--- src/rtl/mem_stage.sv ---
// mem_stage: EX->MEM pipeline stage performing one word load/store per instruction.
// Optional MEM_MISALIGN_CHECK_EN: trap misaligned LDW/STW with ISA_EXP_MISS_ALIGN.

`ifndef WORD_DATA_BUS
`define WORD_DATA_BUS 32
`endif
`ifndef WORD_ADDR_BUS
`define WORD_ADDR_BUS 30
`endif
`ifndef MEM_OP_BUS
`define MEM_OP_BUS 2
`endif
`ifndef CTRL_OP_BUS
`define CTRL_OP_BUS 2
`endif
`ifndef REG_ADDR_BUS
`define REG_ADDR_BUS 5
`endif
`ifndef ISA_EXP_BUS
`define ISA_EXP_BUS 3
`endif
`ifndef ISA_EXP_NO_EXP
`define ISA_EXP_NO_EXP 3'h0
`endif
`ifndef ISA_EXP_MISS_ALIGN
`define ISA_EXP_MISS_ALIGN 3'h4
`endif
`ifndef MEM_OP_LDW
`define MEM_OP_LDW 2'h1
`endif
`ifndef MEM_OP_STW
`define MEM_OP_STW 2'h2
`endif

module mem_stage (
    input  logic                      clk,
    input  logic                      reset_,
    input  logic                      Stall,
    input  logic                      Flush,
    input  logic                      IntDetect,
    input  logic [`WORD_ADDR_BUS-1:0] EXPC,
    input  logic                      EXEn,
    input  logic                      EXBrFlag,
    input  logic [`CTRL_OP_BUS-1:0]   EXCtrlOp,
    input  logic [`REG_ADDR_BUS-1:0]  EXDstAddr,
    input  logic                      EXGPRWE_,
    input  logic [`ISA_EXP_BUS-1:0]   EXExpCode,
    input  logic [`MEM_OP_BUS-1:0]    EXMemOp,
    input  logic [`WORD_DATA_BUS-1:0] EXMemWrData,
    input  logic [`WORD_DATA_BUS-1:0] EXOut,
    output logic [`WORD_ADDR_BUS-1:0] MEMPC,
    output logic                      MEMEn,
    output logic                      MEMBrFlag,
    output logic [`CTRL_OP_BUS-1:0]   MEMCtrlOp,
    output logic [`REG_ADDR_BUS-1:0]  MEMDstAddr,
    output logic                      MEMGPRWE_,
    output logic [`ISA_EXP_BUS-1:0]   MEMExpCode,
    output logic [`WORD_DATA_BUS-1:0] MEMOut,
    output logic [`WORD_DATA_BUS-1:0] MEMFwdData,
    output logic                      MemBusy,
    output logic                      BusAs_,
    output logic                      BusRw,
    output logic [`WORD_ADDR_BUS-1:0] BusAddr,
    output logic [`WORD_DATA_BUS-1:0] BusWrData,
    input  logic                      BusRdy_,
    input  logic [`WORD_DATA_BUS-1:0] BusRdData
);

    typedef enum logic {IDLE, HOLD} state_t;

    state_t                      state_q, state_d;
    logic [`WORD_DATA_BUS-1:0]   buf_q, buf_d;

    logic [`WORD_ADDR_BUS-1:0]   pc_q, pc_d;
    logic                        en_q, en_d;
    logic                        br_q, br_d;
    logic [`CTRL_OP_BUS-1:0]     ctrl_q, ctrl_d;
    logic [`REG_ADDR_BUS-1:0]    dst_q, dst_d;
    logic                        gwe_q, gwe_d;
    logic [`ISA_EXP_BUS-1:0]     exp_q, exp_d;
    logic [`WORD_DATA_BUS-1:0]   out_q, out_d;

    logic is_mem, misalign, req, done, ldw;
    logic hold_mem, bubble;

    // Decode whether this instruction drives a bus cycle now
    always_comb begin
        ldw    = (EXMemOp == `MEM_OP_LDW);
        is_mem = EXEn && (ldw || EXMemOp == `MEM_OP_STW) &&
                 (EXExpCode == `ISA_EXP_NO_EXP);
`ifdef MEM_MISALIGN_CHECK_EN
        misalign = is_mem && (EXOut[1:0] != 2'b00);
`else
        misalign = 1'b0;
`endif
        req      = reset_ && is_mem && !misalign && !Flush &&
                   (state_q == IDLE);
        done     = req && !BusRdy_;
        bubble   = Flush || IntDetect;
        hold_mem = Stall || (req && BusRdy_);
    end

    // FSM state and read-data hold buffer
    always_ff @(posedge clk) begin
        if (!reset_) begin
            state_q <= IDLE;
            buf_q   <= '0;
        end else begin
            state_q <= state_d;
            buf_q   <= buf_d;
        end
    end

    // Next state: park completed data while the pipe is stalled elsewhere
    always_comb begin
        state_d = state_q;
        buf_d   = buf_q;
        unique case (state_q)
            IDLE: begin
                if (done && Stall && !IntDetect) begin
                    state_d = HOLD;
                    buf_d   = BusRdData;
                end
            end
            HOLD: begin
                if (bubble) begin
                    state_d = IDLE;
                    buf_d   = '0;
                end else if (!Stall) begin
                    state_d = IDLE;
                end
            end
        endcase
    end

    // Bus strobes and stall request
    always_comb begin
        BusAs_    = 1'b1;
        BusRw     = 1'b1;
        BusAddr   = '0;
        BusWrData = '0;
        MemBusy   = 1'b0;
        if (req) begin
            BusAs_  = 1'b0;
            BusRw   = ldw;
            BusAddr = EXOut[`WORD_DATA_BUS-1:2];
            MemBusy = BusRdy_;
            if (!ldw) BusWrData = EXMemWrData;
        end
    end

    // Result seen by forwarding and written into MEMOut
    always_comb begin
        MEMFwdData = EXOut;
        unique case (1'b1)
            (state_q == HOLD) && ldw: MEMFwdData = buf_q;
            done && ldw:              MEMFwdData = BusRdData;
            default: ;
        endcase
    end

    // MEM/WB register next state: bubble > hold > load
    always_comb begin
        pc_d   = pc_q;
        en_d   = en_q;
        br_d   = br_q;
        ctrl_d = ctrl_q;
        dst_d  = dst_q;
        gwe_d  = gwe_q;
        exp_d  = exp_q;
        out_d  = out_q;
        if (bubble) begin
            pc_d   = '0;
            en_d   = 1'b0;
            br_d   = 1'b0;
            ctrl_d = '0;
            dst_d  = '0;
            gwe_d  = 1'b1;
            exp_d  = `ISA_EXP_NO_EXP;
            out_d  = '0;
        end else if (!hold_mem) begin
            pc_d   = EXPC;
            en_d   = EXEn;
            br_d   = EXBrFlag;
            ctrl_d = EXCtrlOp;
            dst_d  = EXDstAddr;
            gwe_d  = EXGPRWE_;
            exp_d  = EXExpCode;
            out_d  = MEMFwdData;
            if (misalign) begin
                exp_d = `ISA_EXP_MISS_ALIGN;
                gwe_d = 1'b1;
            end
        end
    end

    // MEM/WB pipeline register
    always_ff @(posedge clk) begin
        if (!reset_) begin
            pc_q   <= '0;
            en_q   <= 1'b0;
            br_q   <= 1'b0;
            ctrl_q <= '0;
            dst_q  <= '0;
            gwe_q  <= 1'b1;
            exp_q  <= `ISA_EXP_NO_EXP;
            out_q  <= '0;
        end else begin
            pc_q   <= pc_d;
            en_q   <= en_d;
            br_q   <= br_d;
            ctrl_q <= ctrl_d;
            dst_q  <= dst_d;
            gwe_q  <= gwe_d;
            exp_q  <= exp_d;
            out_q  <= out_d;
        end
    end

    assign MEMPC      = pc_q;
    assign MEMEn      = en_q;
    assign MEMBrFlag  = br_q;
    assign MEMCtrlOp  = ctrl_q;
    assign MEMDstAddr = dst_q;
    assign MEMGPRWE_  = gwe_q;
    assign MEMExpCode = exp_q;
    assign MEMOut     = out_q;

endmodule

--- config.mk ---
export PLATFORM = sky130hd
export DESIGN_NAME = mem_stage
export DESIGN_NICKNAME = d
export VERILOG_FILES = /design/src/rtl/mem_stage.sv
export SDC_FILE = /design/constraint.sdc
export NUM_CORES = 1
export LEC_CHECK = 0
export ABC_AREA = 1
export CORE_AREA = 2 2 122 124
export DETAILED_ROUTE_END_ITERATION = 6
export DIE_AREA = 0 0 124 126
export PLACE_DENSITY = 0.82
export SYNTH_ARGS = -nofsm -noshare
export SYNTH_HDL_FRONTEND = slang
export SYNTH_SLANG_ARGS = --single-unit
--- constraint.sdc ---
create_clock -name clk -period 5.1 [get_ports clk]
set_input_delay 1.02 -clock clk [delete_from_list [all_inputs] [get_ports clk]]
set_output_delay 1.02 -clock clk [all_outputs]
set_load 0.02 [all_outputs]
# Yosys cells after proc, flatten, opt, wreduce, memory -nomap -nowiden
# Cells that the tools add are included.
[word_totals]
regBits = 108
out_inout_bits = 172
wordCells = 50
[classes]
n_eq_ne = 4
muxes = 14
reduce_logical = 20
n_bitwise = 2
[ops]
columns = ["cell", "count"]
rows = [
  ["$mux W32", 4],
  ["$pmux W32 S2", 2],
  ["$mux W30", 1],
  ["$logic_and A1 B1 Y1", 11],
  ["$mux W1", 6],
  ["$ne A2 B1 Y1 const B", 2],
  ["$logic_not A1 Y1", 3],
  ["$logic_not A3 Y1", 1],
  ["$logic_or A1 B1 Y1", 3],
  ["$eq A2 B1 Y1 const B", 1],
  ["$eq A2 B2 Y1 const B", 1],
  ["$not A1 Y1", 2],
  ["$pmux W1 S2", 1],
  ["$reduce_and A2 Y1", 1],
  ["$reduce_or A2 Y1", 1],
]

# Depth between registers and ports, before layout
# Gate-level depths: netlist (run 1).
[logic_depth]
depth_word = 12
mapped_depth = 13
ltp_nobuf = 12

# Least setup slack after synthesis (run 1)
# No wires, ideal clock.
[synth_timing]
kind = "input-to-output"
from = "input port EXMemOp[1]"
to = "output port BusWrData[22]"
n_path_buf = 2
path_slack_ps = 1530
cell_stages = 10
required_time_ps = 4080
t_arrival_ps = 2550
path_cell_list = "inv_1 -> ha_1 -> nor2_1 -> nand2_1 -> nor2_4 -> inv_2 -> or2_1 -> clkbuf_1 -> buf_4 -> nor2_1"
[synth_via]
elab_chain_cells = 8
[synth_lines]
columns = ["element", "line", "text"]
rows = [
  ["start, declared", "48", "input logic [`MEM_OP_BUS-1:0] EXMemOp,"],
  ["$eq A2 B1 Y1 (no line) or $eq A2 B2 Y1 (tied branches)", "-", ""],
  ["$logic_or A1 B1 Y1 (no line)", "-", ""],
  ["$logic_and A1 B1 Y1 (2 in a row)", "89", "is_mem = EXEn && (ldw || EXMemOp == `MEM_OP_STW) &&"],
  ["$logic_and A1 B1 Y1 (3 in a row)", "96", "req = reset_ && is_mem && !misalign && !Flush &&"],
  ["$mux W32 (*)", "143", "if (req) begin"],
  ["end, declared", "64", "output logic [`WORD_DATA_BUS-1:0] BusWrData,"],
]
# Mark *: on every way between the ends. The rest lies on a longest branch, timed or not.

# Final worst setup path (run 1)
[layout_timing]
from = "input port EXMemOp[1]"
to = "output port MEMFwdData[24]"
[layout_via]
elab_chain_cells = 10
[layout_lines]
columns = ["element", "line", "text"]
rows = [
  ["$eq A2 B1 Y1 (no line) or $eq A2 B2 Y1 (tied branches)", "-", ""],
  ["$logic_or A1 B1 Y1 (no line)", "-", ""],
  ["$logic_and A1 B1 Y1 (2 in a row)", "89", ""],
  ["$logic_and A1 B1 Y1 (3 in a row)", "96", ""],
  ["$logic_and A1 B1 Y1", "98", "done = req && !BusRdy_;"],
  ["$logic_and A1 B1 Y1", "157", "done && ldw: MEMFwdData = BusRdData;"],
  ["$pmux W32 S2 (*)", "155", "unique case (1'b1)"],
  ["end, declared", "59", "output logic [`WORD_DATA_BUS-1:0] MEMFwdData,"],
]
# Marked as above.

==> flow_summary.ini, run 1 <==
[status]
status = completed

[route]
drt_iter0_markers = 377
avgRoutedWirePerCell_um = 15.0
postRouteAntennaNets = 0
wl_um = 20600
viasPerCell = 4.91
vias = 6763
drt_first_pass_iters = 5
drc = 0

[sta]
fin_crit_ns = 4.54
tightestPinTransition_ns = 1.19
final_hold_viol_count = 0
finClkSkew_ns = 0.00668
finalSetupTns_ns = 0
setup_viol = 0
relSlewSlack_pct = 20.4
fmax_ghz = 0.220
rsz0062_at_grt = no
min_period_over_period_pct = 88.9
report.final.slew_viol_count = 0

[power]
pwr_density_cell_nw_per_um2 = 211
p_leak_nw = 4.18
irDropWorstVdd_uv = 186
power_mw = 1.94

[clocking]
htreeDepth = 3
tritoncts = built
insertion_delay_ns = 0.35
post_cts_buffers = 0
cts_buffers = 9
clk_pin_slew_ns = 0.07
postCtsHoldBufs = 0
cts.sinks = 108
ctsRootBufferMaster = clkbuf_16
cts_repair_resize_count = 0
cts_max_path_buffers = 2

[floorplan]
rows = 44
dieHeight_um = 126
core_um2 = 14300
dieArea_um2 = 15600
initial_core_util_pct = 39.0
dieWidth_um = 124
boundaryPins = 319

[placement]
gp_congestion = 0.835
port_buffers = 318
dp_hpwl_um = 15000
dpl_cell_area_um2 = 8850

[worst_setup_path]
r2r_setup_slack_ns = 2.79
critPathMaxFanout = 24
critPathKind = in -> out
rr_startpoint = state_q
required_ns = 4.08
arrival_ns = 3.52
critical_path.startpoint_type = input port
crit_path_start = EXMemOp[1]
endpoint_kind = output port

[logic_synthesis]
synth.area.top_cells = dfxtp_1 39%, nor2_1 14%, nand3_1 12%
async_flop_share_pct = 0
ys_types = 22
synth_edf_count = 0
synth_top_cell_by_area = dfxtp_1
ys_seq_elements = 108
synth.avg_cell_area_um2 = 6.17
synthFlopType = dfxtp_1
seq_area_frac_synth_pct = 38.8
syn_inst = 904
syn_area_um2 = 5580
synth_warnings = 0
synth.top_cell.area_share_pct = 38.8
synthesis.nets = 1052

[hold_path]
hold_path.class = reg -> reg
hold_path_startpoint = MEMGPRWE_

[global_routing]
grt_usage_pct = 25.3
grt_pass1_vias = 5957
grt_start_max_net_pins = 67
antenna_found_initial = 0
grt_pass1_wl_um = 30900
grt_overflow = 0

[layout]
synthToLayoutAreaGrowth_pct = 64.3
final_cell_mix = 316 x clkdlybuf4s50_1, 213 x nor2_1, 134 x nand2_1, 134 x inv_1, 131 x nand3_1
final_common_cell = clkdlybuf4s50_1
final.fill_count = 1287
drive_gt1_share_pct = 3.77
antennaDiodeCount = 0
fin_area_um2 = 9160
fin_nets = 1336

[job]
drv_cap = 0
[synthesized netlist by cell type (3+ instances only)]
master    count
nor2_1      214
inv_1       134
nand2_1     134
nand3_1     131
dfxtp_1     108
o21ai_0      42
clkbuf_1     36
a21oi_1      34
nand4_1      32
buf_2        17
buf_4         5
buf_1         4
inv_2         3
[state kept, by name, indices dropped and copies added, names as in the netlist]
signal	count
MEMBrFlag	1
MEMCtrlOp	2
MEMDstAddr	5
MEMEn	1
MEMExpCode	3
MEMGPRWE_	1
MEMOut	32
MEMPC	30
buf_q	32
state_q	1
[cell families (layout without fill, tap and decap cells)]
logic type / count (synthesis) / after routing / synth area share (%)
flops: 108 / 108 / 38.8
simple gates: 518 / 518 / 39.8
compound gates: 76 / 76 / 6.82
buf+inv: 201 / 490 / 14.4
fa+ha+maj: 1 / 1 / 0.224
[worst max-delay path, stage by stage]
cell and delay, ns:
clkdlybuf4s50_1 0.47, inv_1 0.05, ha_1 0.27, nor2_1 0.10, nand2_1 0.09, nor2_4 0.14
buf_4 0.28, nand3_1 0.13, buf_4 0.23, nand3_1 0.14, nand2_1 0.07, clkdlybuf4s50_1 0.53
[cell type report]
cell class / instances / area [µm²] / area share, %
timing repair buffer: 336 / 3330 / 36.3
multi-input combinational: 595 / 2610 / 28.5
sequential: 108 / 2160 / 23.6
inverter: 138 / 519 / 5.67
clock buffer: 10 / 239 / 2.61
tap: 184 / 230 / 2.51
clock inverter: 6 / 71.3 / 0.778
[where the power goes]
group	switching (mW)	internal, mW	total, mW	leakage [nW]
sequential	0.00763	0.858	0.865	0.875
combinational	0.161	0.182	0.343	3.15
clock	0.328	0.400	0.728	0.151
total	0.497	1.44	1.94	4.18
[final timing paths]
path	to	depth (start not counted)
min reg2reg	MEMGPRWE_	2
max	MEMFwdData[24]	12
min	MEMGPRWE_	2
max reg2reg	MEMOut[8]	11
[through the flow]
step	util (%)	hold slack, ns	std cells	setup slack, ns
CTS	64.0	0.485	1377	0.542
finish	64.0	0.479	1377	0.564
detailed placement	61.8	0.466	1361	0.545
global placement	61.8	0.455	1361	0.604
global route	64.0	0.501	1377	0.392
floorplan	-	0.464	904	1.53
[per-layer routing]
layer	wire, µm	share of wire (%)	GRT usage, %	vias to the layer above
met2	10200	49	44.0	319
li1	-	-	-	3376
met4	603	2.9	10.3	0
met3	1890	9.1	5.66	47
met5	0	0	0	-
met1	7940	38	29.7	3021
No activity file was read; power rests on OpenSTA's default activity.
==> inputs of run 2 (changes only) <==
--- a/config.mk
+++ b/config.mk
@@ -13,3 +13,4 @@
 export SYNTH_ARGS = -nofsm -noshare
 export SYNTH_HDL_FRONTEND = slang
 export SYNTH_SLANG_ARGS = --single-unit
+export TNS_END_PERCENT = 10
==> results of run 2 <==
The final DEF is identical to that of run 1; final timing and power are the same.
